<file path="src/rtl/wb_arbiter.sv">
// Writeback arbiter: two requester FIFOs feeding a single register-file
// write port, with a pending-register mask for hazard detection.
// Optional feature: define WB_ROUND_ROBIN_EN for round-robin arbitration;
// without it requester 0 has fixed priority.
module wb_arbiter #(
  parameter int DATA_W     = 64,
  parameter int FIFO_DEPTH = 2
) (
  input  logic              clk,
  input  logic              reset,
  input  logic              req0_valid,
  input  logic [4:0]        req0_rd,
  input  logic [DATA_W-1:0] req0_data,
  output logic              req0_ready,
  input  logic              req1_valid,
  input  logic [4:0]        req1_rd,
  input  logic [DATA_W-1:0] req1_data,
  output logic              req1_ready,
  output logic              RegWrite,
  output logic [4:0]        rd,
  output logic [DATA_W-1:0] WriteData,
  output logic [31:0]       pending_mask
);

  localparam int AW = (FIFO_DEPTH > 1) ? $clog2(FIFO_DEPTH) : 1;
  localparam int CW = AW + 1;

  // Per-requester queue storage and bookkeeping, indexed by requester.
  logic [4:0]        q_rd   [2][FIFO_DEPTH];
  logic [DATA_W-1:0] q_data [2][FIFO_DEPTH];
  logic [AW-1:0]     wptr   [2];
  logic [AW-1:0]     rptr   [2];
  logic [CW-1:0]     count  [2];

  logic              in_valid [2];
  logic [4:0]        in_rd    [2];
  logic [DATA_W-1:0] in_data  [2];
  logic              ready    [2];
  logic              push     [2];
  logic              pop      [2];
  logic              nonempty [2];

  logic              sel;
  logic              any_pop;
  logic [4:0]        head_rd;
  logic [DATA_W-1:0] head_data;

  // Gather the two requester ports into arrays so queue logic is written once.
  always_comb begin
    in_valid[0] = req0_valid;
    in_rd[0]    = req0_rd;
    in_data[0]  = req0_data;
    in_valid[1] = req1_valid;
    in_rd[1]    = req1_rd;
    in_data[1]  = req1_data;
  end

  // Ready reflects stored occupancy only; a same-cycle pop does not free a slot.
  always_comb begin
    for (int n = 0; n < 2; n++) begin
      nonempty[n] = (count[n] != '0);
      ready[n]    = (count[n] < CW'(FIFO_DEPTH)) && !reset;
      push[n]     = in_valid[n] && ready[n];
    end
  end

  assign req0_ready = ready[0];
  assign req1_ready = ready[1];

`ifdef WB_ROUND_ROBIN_EN
  typedef enum logic {GRANT0 = 1'b0, GRANT1 = 1'b1} grant_e;
  grant_e last_grant;

  // Round-robin: under contention favour the requester not served last.
  always_comb begin
    // NOTE: every combinational output gets a default first so no path leaves it unassigned, which would infer a latch.
    sel = 1'b0;
    if (nonempty[0] && nonempty[1]) begin
      sel = (last_grant == GRANT1) ? 1'b0 : 1'b1;
    end else begin
      sel = nonempty[1];
    end
  end

  // Remember who was served; reset points at requester 1 so requester 0 goes first.
  always_ff @(posedge clk) begin
    if (reset) begin
      last_grant <= GRANT1;
    end else if (any_pop) begin
      last_grant <= grant_e'(sel);
    end
  end
`else
  // Fixed priority: requester 0 wins whenever it has anything queued.
  always_comb begin
    sel = !nonempty[0];
  end
`endif

  // Pop the granted head when at least one queue holds an entry.
  always_comb begin
    any_pop   = nonempty[0] || nonempty[1];
    pop[0]    = any_pop && (sel == 1'b0);
    pop[1]    = any_pop && (sel == 1'b1);
    head_rd   = q_rd[sel][rptr[sel]];
    head_data = q_data[sel][rptr[sel]];
  end

  // Queue pointers and occupancy; power-of-two depth lets pointers wrap naturally.
  always_ff @(posedge clk) begin
    for (int n = 0; n < 2; n++) begin
      if (reset) begin
        // NOTE: sequential state uses non-blocking assignments so every flop samples pre-edge values.
        wptr[n]  <= '0;
        rptr[n]  <= '0;
        count[n] <= '0;
      end else begin
        if (push[n]) wptr[n] <= wptr[n] + AW'(1);
        if (pop[n])  rptr[n] <= rptr[n] + AW'(1);
        case ({push[n], pop[n]})
          2'b10:   count[n] <= count[n] + CW'(1);
          2'b01:   count[n] <= count[n] - CW'(1);
          default: count[n] <= count[n];
        endcase
      end
    end
  end

  // Entry storage; contents are only observed through the occupancy window.
  always_ff @(posedge clk) begin
    // NOTE: queue storage is deliberately not reset; clearing the pointers and counts is enough to discard it.
    for (int n = 0; n < 2; n++) begin
      if (push[n]) begin
        q_rd[n][wptr[n]]   <= in_rd[n];
        q_data[n][wptr[n]] <= in_data[n];
      end
    end
  end

  // Registered write port; x0 entries are consumed silently.
  always_ff @(posedge clk) begin
    if (reset) begin
      RegWrite  <= 1'b0;
      rd        <= '0;
      WriteData <= '0;
    end else if (any_pop && (head_rd != 5'd0)) begin
      RegWrite  <= 1'b1;
      rd        <= head_rd;
      WriteData <= head_data;
    end else begin
      RegWrite  <= 1'b0;
      rd        <= '0;
      WriteData <= '0;
    end
  end

  // Pending mask: every live queue entry plus the write currently presented.
  always_comb begin
    logic [AW-1:0] off;
    pending_mask = '0;
    off          = '0;
    for (int n = 0; n < 2; n++) begin
      for (int i = 0; i < FIFO_DEPTH; i++) begin
        off = AW'(i) - rptr[n];
        if ({1'b0, off} < count[n]) begin
          pending_mask[q_rd[n][i]] = 1'b1;
        end
      end
    end
    if (RegWrite) begin
      pending_mask[rd] = 1'b1;
    end
    pending_mask[0] = 1'b0;
  end

endmodule

</file>
<file path="config.mk">
export PLATFORM = sky130hd
export DESIGN_NAME = wb_arbiter
export DESIGN_NICKNAME = d
export VERILOG_FILES = /design/src/rtl/wb_arbiter.sv
export SDC_FILE = /design/constraint.sdc
export NUM_CORES = 1
export LEC_CHECK = 0
export CAP_MARGIN = 20
export CELL_PAD_IN_SITES_DETAIL_PLACEMENT = 2
export CELL_PAD_IN_SITES_GLOBAL_PLACEMENT = 2
export CORE_ASPECT_RATIO = 1.4
export CORE_MARGIN = 2
export CORE_UTILIZATION = 44
export CTS_CLUSTER_DIAMETER = 150
export DETAILED_ROUTE_END_ITERATION = 7
export DONT_BUFFER_PORTS = 1
export HOLD_SLACK_MARGIN = 0.15
export PLACE_DENSITY_LB_ADDON = 0.1
export SKIP_LAST_GASP = 1
export SLEW_MARGIN = 20
export SYNTH_ARGS = -nofsm -noshare
export SYNTH_HDL_FRONTEND = slang
export SYNTH_SLANG_ARGS = --single-unit
</file>
<file path="constraint.sdc">
create_clock -name clk -period 5.5 [get_ports clk]
set_input_delay 0.825 -clock clk [delete_from_list [all_inputs] [get_ports clk]]
set_output_delay 0.825 -clock clk [all_outputs]
set_load 0.1 [all_outputs]
</file>
==> impl_metrics.env <==
export IMPL_finalCritPeriodShare=0.765
export IMPL_hp_class="primary input to flop"
export IMPL_nFillCells=3002
export IMPL_avgSynthCellArea_um2=15.0
export IMPL_yosysTopAreaCell="edfxtp_1"
export IMPL_setup_slack_ns=1.30
export IMPL_r2r_end="WriteData[36]$_SDFF_PP0_"
export IMPL_start_kind="flop"
export IMPL_holdBufCountCts=0
export IMPL_viasPerCell=6.08
export IMPL_cp_max_fo=27
export IMPL_min_delay_worst_endpoint="q_data[1][31]$_DFFE_PP_"
export IMPL_crit_type="flop to output port"
export IMPL_r2r_setup_slack_ns=1.83
export IMPL_n_antenna_cell=0
export IMPL_core_area_um2=32500
export IMPL_synth_enable_flop_cells=284
export IMPL_preCtsSetupSlack_ns=1.77
export IMPL_synth_nets=1122
export IMPL_synth_main_ff_cell="edfxtp_1"
export IMPL_antenna_found_initial=0
export IMPL_grt_pass1_vias=9730
export IMPL_place_inst=1362
export IMPL_worst_endpoint_arrival_ns=3.38
export IMPL_fp_dieW_um=158
export IMPL_tightest_slew_ns=1.11
export IMPL_ir_drop_mv=0.483
export IMPL_grt_ovfl_total=0
export IMPL_dieArea_um2=34600
export IMPL_cts_root_buf="clkbuf_16"
export IMPL_fin_setup_tns_ns=0
export IMPL_setup_violations=0
export IMPL_cts_tree="yes"
export IMPL_gp_congestion=0.838
export IMPL_hold_violations=0
export IMPL_synthDistinctLibCells=57
export IMPL_layout_nets=1110
export IMPL_drc=0
export IMPL_syn_instance_count=974
export IMPL_ctsResizeCount=0
export IMPL_instances_no_fill=1429
export IMPL_die_h_um=219
export IMPL_static_leakage_power_nw=5.28
export IMPL_pin_count=246
export IMPL_end_kind="output port"
export IMPL_clock_skew_ns=0.0349
export IMPL_worstSkewPairLatency_ns=0.53
export IMPL_yosysWarnings=0
export IMPL_holdWs_ns=0.383
export IMPL_crit_required_ns=4.68
export IMPL_p_per_area_nw_per_um2=641
export IMPL_start_util=0.449
export IMPL_grt_pass1_wl_mm=63.3
export IMPL_rows=78
export IMPL_ff_latch_area_um2=9930
export IMPL_cts_buffers=36
export IMPL_cts_setup_buffers=0
export IMPL_grt_max_degree=106
export IMPL_slew_viol_final=0
export IMPL_status="completed"
export IMPL_cts_sinks=354
export IMPL_wire_per_inst_um=30.2
export IMPL_relSlewSlack=0.256
export IMPL_whs_path_depth=0
export IMPL_yosysMostFrequentCell="edfxtp_1"
export IMPL_rsz0062_at_grt="false"
export IMPL_synth_common_cells="284 x edfxtp_1, 74 x nor2b_1, 70 x a211oi_1, 70 x dfxtp_1, 68 x mux2i_1"
export IMPL_synthesis_area_um2=14600
export IMPL_drive_gt1_frac=0.151
export IMPL_post_route_min_period_ns=4.20
export IMPL_r2r_start="count[0][1]$_DFFE_PP_"
export IMPL_rr_worst_depth=6
export IMPL_track_usage=0.250
export IMPL_io_buffers=0
export IMPL_hp_start="req1_data[31]"
export IMPL_vias=8689
export IMPL_drt_pass1_iterations=4
export IMPL_ant_nets=0
export IMPL_wirelength_mm=43.2
export IMPL_synthTopCellsByArea="edfxtp_1 58%, dfxtp_1 9.6%, a2111oi_2 5.0%"
export IMPL_synth_async_sr_flop_share=0
export IMPL_ys_ff_latch=354
export IMPL_ys_seq_area_frac=0.681
export IMPL_synth_top_area_share=0.585
export IMPL_clkSlewWorstSetupHoldPaths_ns=0.06
export IMPL_area_delta_synth_final_pct=12.4
export IMPL_dp_hpwl_mm=27.9
export IMPL_max_cap_violations=0
export IMPL_cts_max_level=2
export IMPL_ctsLongestPathBuffers=3
export IMPL_multi_input_area_um2=4310
export IMPL_max_freq_mhz=238
export IMPL_drtIter0Drc=430
[sequential cells by signal, indices dropped and copies added, names as in the netlist]
| signal | count |
|---|---|
| wptr | 2 |
| q_data | 256 |
| count | 4 |
| WriteData | 64 |
| rptr | 2 |
| rd | 5 |
| RegWrite | 1 |
| q_rd | 20 |
[critical path, stage by stage, from the launching register on]
cell	delay (ns)
edfxtp_1	0.34
buf_4	0.43
a21oi_1	0.23
nor3b_1	0.88
a221o_1	0.98
[placed cells by master (no fill, tap or decap), types with 6 or more instances in the layout]
cell,synthesis,routed
buf_16,0,6
dfxtp_1,70,70
nand4_1,6,6
o211ai_1,10,10
nor2b_1,74,74
a22o_1,6,6
a21oi_1,6,6
a211oi_1,70,70
nand3_1,18,18
a2111oi_2,49,49
inv_1,7,7
or3_1,8,8
nand2b_1,6,6
mux2i_1,68,68
nor3_1,11,11
o22ai_1,20,20
nand3b_1,10,10
clkbuf_1,41,10
a2111oi_0,15,15
o221ai_1,6,6
and3b_1,9,9
nor3b_1,12,12
buf_4,9,20
nand2_1,17,17
clkbuf_16,0,37
nor2_1,33,29
a221o_1,7,7
edfxtp_1,284,284
a22oi_1,13,13
a211o_1,7,7
[per-stage QoR]
| step | total power [mW] | util | area, µm² |
|---|---|---|---|
| 2_1_floorplan | 7.32 | - | 14600 |
| 3_3_place_gp | 7.92 | 0.465 | 15100 |
| 3_5_place_dp | 8.07 | 0.466 | 15100 |
| 4_1_cts | 10.6 | 0.503 | 16300 |
| 5_1_grt | 10.9 | 0.505 | 16400 |
| 6_report | 10.5 | 0.505 | 16400 |
[cells by family (layout without fill, tap and decap cells)]
| family | Yosys count | in the layout | share of synthesized area |
|---|---|---|---|
| flops | 354 | 354 | 0.681 |
| compound gates | 231 | 231 | 0.145 |
| simple gates | 225 | 225 | 0.0911 |
| buf+inv | 87 | 102 | 0.0293 |
| mux | 69 | 69 | 0.0474 |
| fa+ha+maj | 6 | 6 | 0.00515 |
| other cells | 1 | 1 | 0.000257 |
| xor+xnor | 1 | 1 | 0.000601 |
[worst max-delay path by stage]
| stage | startpoint | endpoint | slack (ns) | cells past startpoint |
|---|---|---|---|---|
| final | rptr[1]$_SDFFCE_PN0P_ | pending_mask[6] | 1.30 | 4 |
| after global routing | rptr[1]$_SDFFCE_PN0P_ | pending_mask[6] | 1.08 | 4 |
| after CTS | rptr[1]$_SDFFCE_PN0P_ | pending_mask[6] | 1.19 | 4 |
| after detailed placement | count[0][1]$_DFFE_PP_ | WriteData[36]$_SDFF_PP0_ | 1.77 | 6 |
| after global placement | rptr[1]$_SDFFCE_PN0P_ | pending_mask[29] | 1.88 | 5 |
| after floorplan | reset | q_data[0][100]$_DFFE_PP_ | 0.70 | 3 |
[power by group]
| group | switching (mW) | internal [mW] | leakage [nW] |
|---|---|---|---|
| Combinational | 1.89 | 0.781 | 1.51 |
| Clock | 1.01 | 1.48 | 0.581 |
| Sequential | 2.00 | 3.35 | 3.18 |
[final cells by class]
cell class                      count  share of cell area
Sequential cell                   354               0.606
Clock inverter                     17              0.0141
Inverter                            7             0.00160
Timing Repair Buffer               30              0.0236
Tap cell                          440              0.0336
Clock buffer                       48              0.0589
Multi-Input combinational cell    533               0.263
[per-layer routing]
| metal | routed length [µm] | global-route usage | up-vias |
|---|---|---|---|
| met2 | 23100 | 0.454 | 262 |
| li1 | - | - | 3860 |
| met5 | 0 | 0 | - |
| met4 | 1530 | 0.0942 | 0 |
| met1 | 15600 | 0.273 | 4483 |
| met3 | 3080 | 0.0723 | 84 |
Power figures use the tool's default switching activity.
==> variant: new RTL, same flow settings <==
Add a define of `WB_ROUND_ROBIN_EN`.
--- a/src/rtl/wb_arbiter.sv
+++ b/src/rtl/wb_arbiter.sv
@@ -3,4 +3,6 @@
 // Optional feature: define WB_ROUND_ROBIN_EN for round-robin arbitration;
 // without it requester 0 has fixed priority.
+`define WB_ROUND_ROBIN_EN
+
 module wb_arbiter #(
   parameter int DATA_W     = 64,
Check against the original RTL: not equivalent (Yosys sat finds a counterexample within 4 cycles, from zero or initial values and one cycle with reset high).
==> variant against the unedited design <==
  * Sequential cell count increased by 1
  * Combinational power increased by 10%
  * Sequential share of layout area decreased by 0.68 points
  * Sequential power decreased by 10%
  * Hold slack improved by 0.0033 ns
  * First-iteration DRC count decreased by 0.70%
  * Final area increased by 1.3%
  * Cell count increased by 2.0%
  * Total power decreased by 4.1%
  * Via count about the same
  * Setup slack got worse by 0.069 ns
  * Area after synthesis increased by 2.2%
  * Routed wire length decreased by 0.71%
  * Critical path type unchanged
  * Critical endpoint is now pending_mask[3]
  * Highest routed layer unchanged
==> variant: results (changes against the unedited design) <==
* Outcome: complete, no violations (unchanged)
* Pin slew with the least headroom to its limit at 1.23 ns (was 1.11 ns)
* Syn nets at 1130 (was 1122)
* Synth cell count leaders: 284 x edfxtp_1, 121 x a211oi_2, 77 x nor2b_1 (was 284 x edfxtp_1, 74 x nor2b_1, 70 x a211oi_1, 70 x dfxtp_1, 68 x mux2i_1)
* Total wire length at 42900 um (was 43200 um)
* Number of warnings issued by yosys at 0 (unchanged)
* Reg2Reg Depth at 6 (unchanged)
* Reg2Reg Launch Point: rptr[1] (was count[0][1])
* Area contributors post-synth: edfxtp_1 57%, a211oi_2 10%, dfxtp_1 9.5% (was edfxtp_1 58%, dfxtp_1 9.6%, a2111oi_2 5.0%)
* Initial DRC Count at 427 (was 430)
* Sequential share of the synthesized area at 66.7% (was 68.1%)
* Arrival time worst endpoint at 3.45 ns (was 3.38 ns)
* Hold endpoint: q_data[0][16] (was q_data[1][31])
* Dpl hpwl at 29500 um (was 27900 um)
* R2R Setup Slk at 1.93 ns (was 1.83 ns)
* GRT Overall Usage at 24.2% (was 25.0%)
* Vias/cell at 5.96 (was 6.08)
* Distinct cell type count after synthesis at 59 (was 57)
* First-pass GRT wire length at 64100 um (was 63300 um)
* Placer Congestion at 0.943 (was 0.838)
* Fill cells at 3102 (was 3002)
* Total CTS buffers at 36 (unchanged)
* P_leak at 5.38 nW (was 5.28 nW)
* Share of cells above drive strength 1 at 22.6% (was 15.1%)
* Hold_sp: req0_data[16] (was req1_data[31])
* Pin count of the biggest net entering global routing at 78 (was 106)
* Clock Skews at 0.0187 ns (was 0.0349 ns)
* R2R Path End: WriteData[3] (was WriteData[36])
* CTS Buffer Depth at 3 (unchanged)
* Worst-path maximum fanout at 8 (was 27)
==> variant: cell count changes after synthesis, sizes merged, moves of 7 or more <==
cell     before  now
nand2b        6   13
clkbuf       42   19
a2111oi      64    0
nor3         11   27
a221o         7    0
buf          38   49
inv           7   15
a22oi        13    2
o22ai        20   12
a211oi       70  133
==> variant: cells by family after synthesis <==
kind of cell | Yosys count | synth area share (%)
xor+xnor | 1 | 0.0587
mux | 69 | 4.63
fa+ha+maj | 5 | 0.420
buf+inv | 83 | 3.13
other cells | 1 | 0.0251
compound gates | 223 | 15.4
flops | 355 | 66.7
simple gates | 246 | 9.62
==> variant: how the worst max path moves through the flow <==
stage | start | end | slack, ns
after floorplan | reset | q_data[0][100] | 0.70
after global placement | rd[1] | pending_mask[23] | 1.91
after detailed placement | rd[1] | pending_mask[23] | 1.84
after CTS | rd[1] | pending_mask[23] | 1.26
after global routing | rd[1] | pending_mask[3] | 1.14
final | rd[1] | pending_mask[3] | 1.23
==> variant: critical path, cell delays in order (launching register included) <==
cell and delay [ns]:
dfxtp_1 1.05, nand3_1 0.70, o221ai_2 1.16
==> variant: metrics by stage <==
| stage | std cells | setup slack (ns) | cell area, um^2 |
|---|---|---|---|
| 5_1_grt | 1457 | 1.14 | 16600 |
| 3_5_place_dp | 1392 | 1.84 | 15500 |
| 2_1_floorplan | 983 | 0.704 | 14900 |
| 3_3_place_gp | 1392 | 1.91 | 15500 |
| 6_report | 1457 | 1.23 | 16600 |
| 4_1_cts | 1457 | 1.26 | 16600 |
==> variant: layout make-up <==
class | count | share of cell area, %
flip-flops and latches | 355 | 59.9
multi-input cells | 545 | 27.6
clock buffers | 52 | 6.15
well taps | 445 | 3.35
repair buffers | 32 | 2.21
clock inverters | 13 | 0.482
inverters | 15 | 0.369
==> variant: per-layer routing <==
metal	routed length (um)	global-route usage [%]	vias to the layer above
li1	-	-	3842
met1	15300	25.3	4476
met2	23300	45.4	277
met3	2590	6.29	88
met4	1720	10.3	0
met5	0	0	-
==> variant: power groups by stage <==
stage / Sequential (W) / Clock (W) / Combinational [W]
floorplan: 0.00479 / 0 / 0.00236
global placement: 0.00485 / 0 / 0.00284
detailed placement: 0.00487 / 0 / 0.00298
CTS: 0.00482 / 0.00237 / 0.00300
global route: 0.00485 / 0.00245 / 0.00317
finish: 0.00481 / 0.00231 / 0.00295
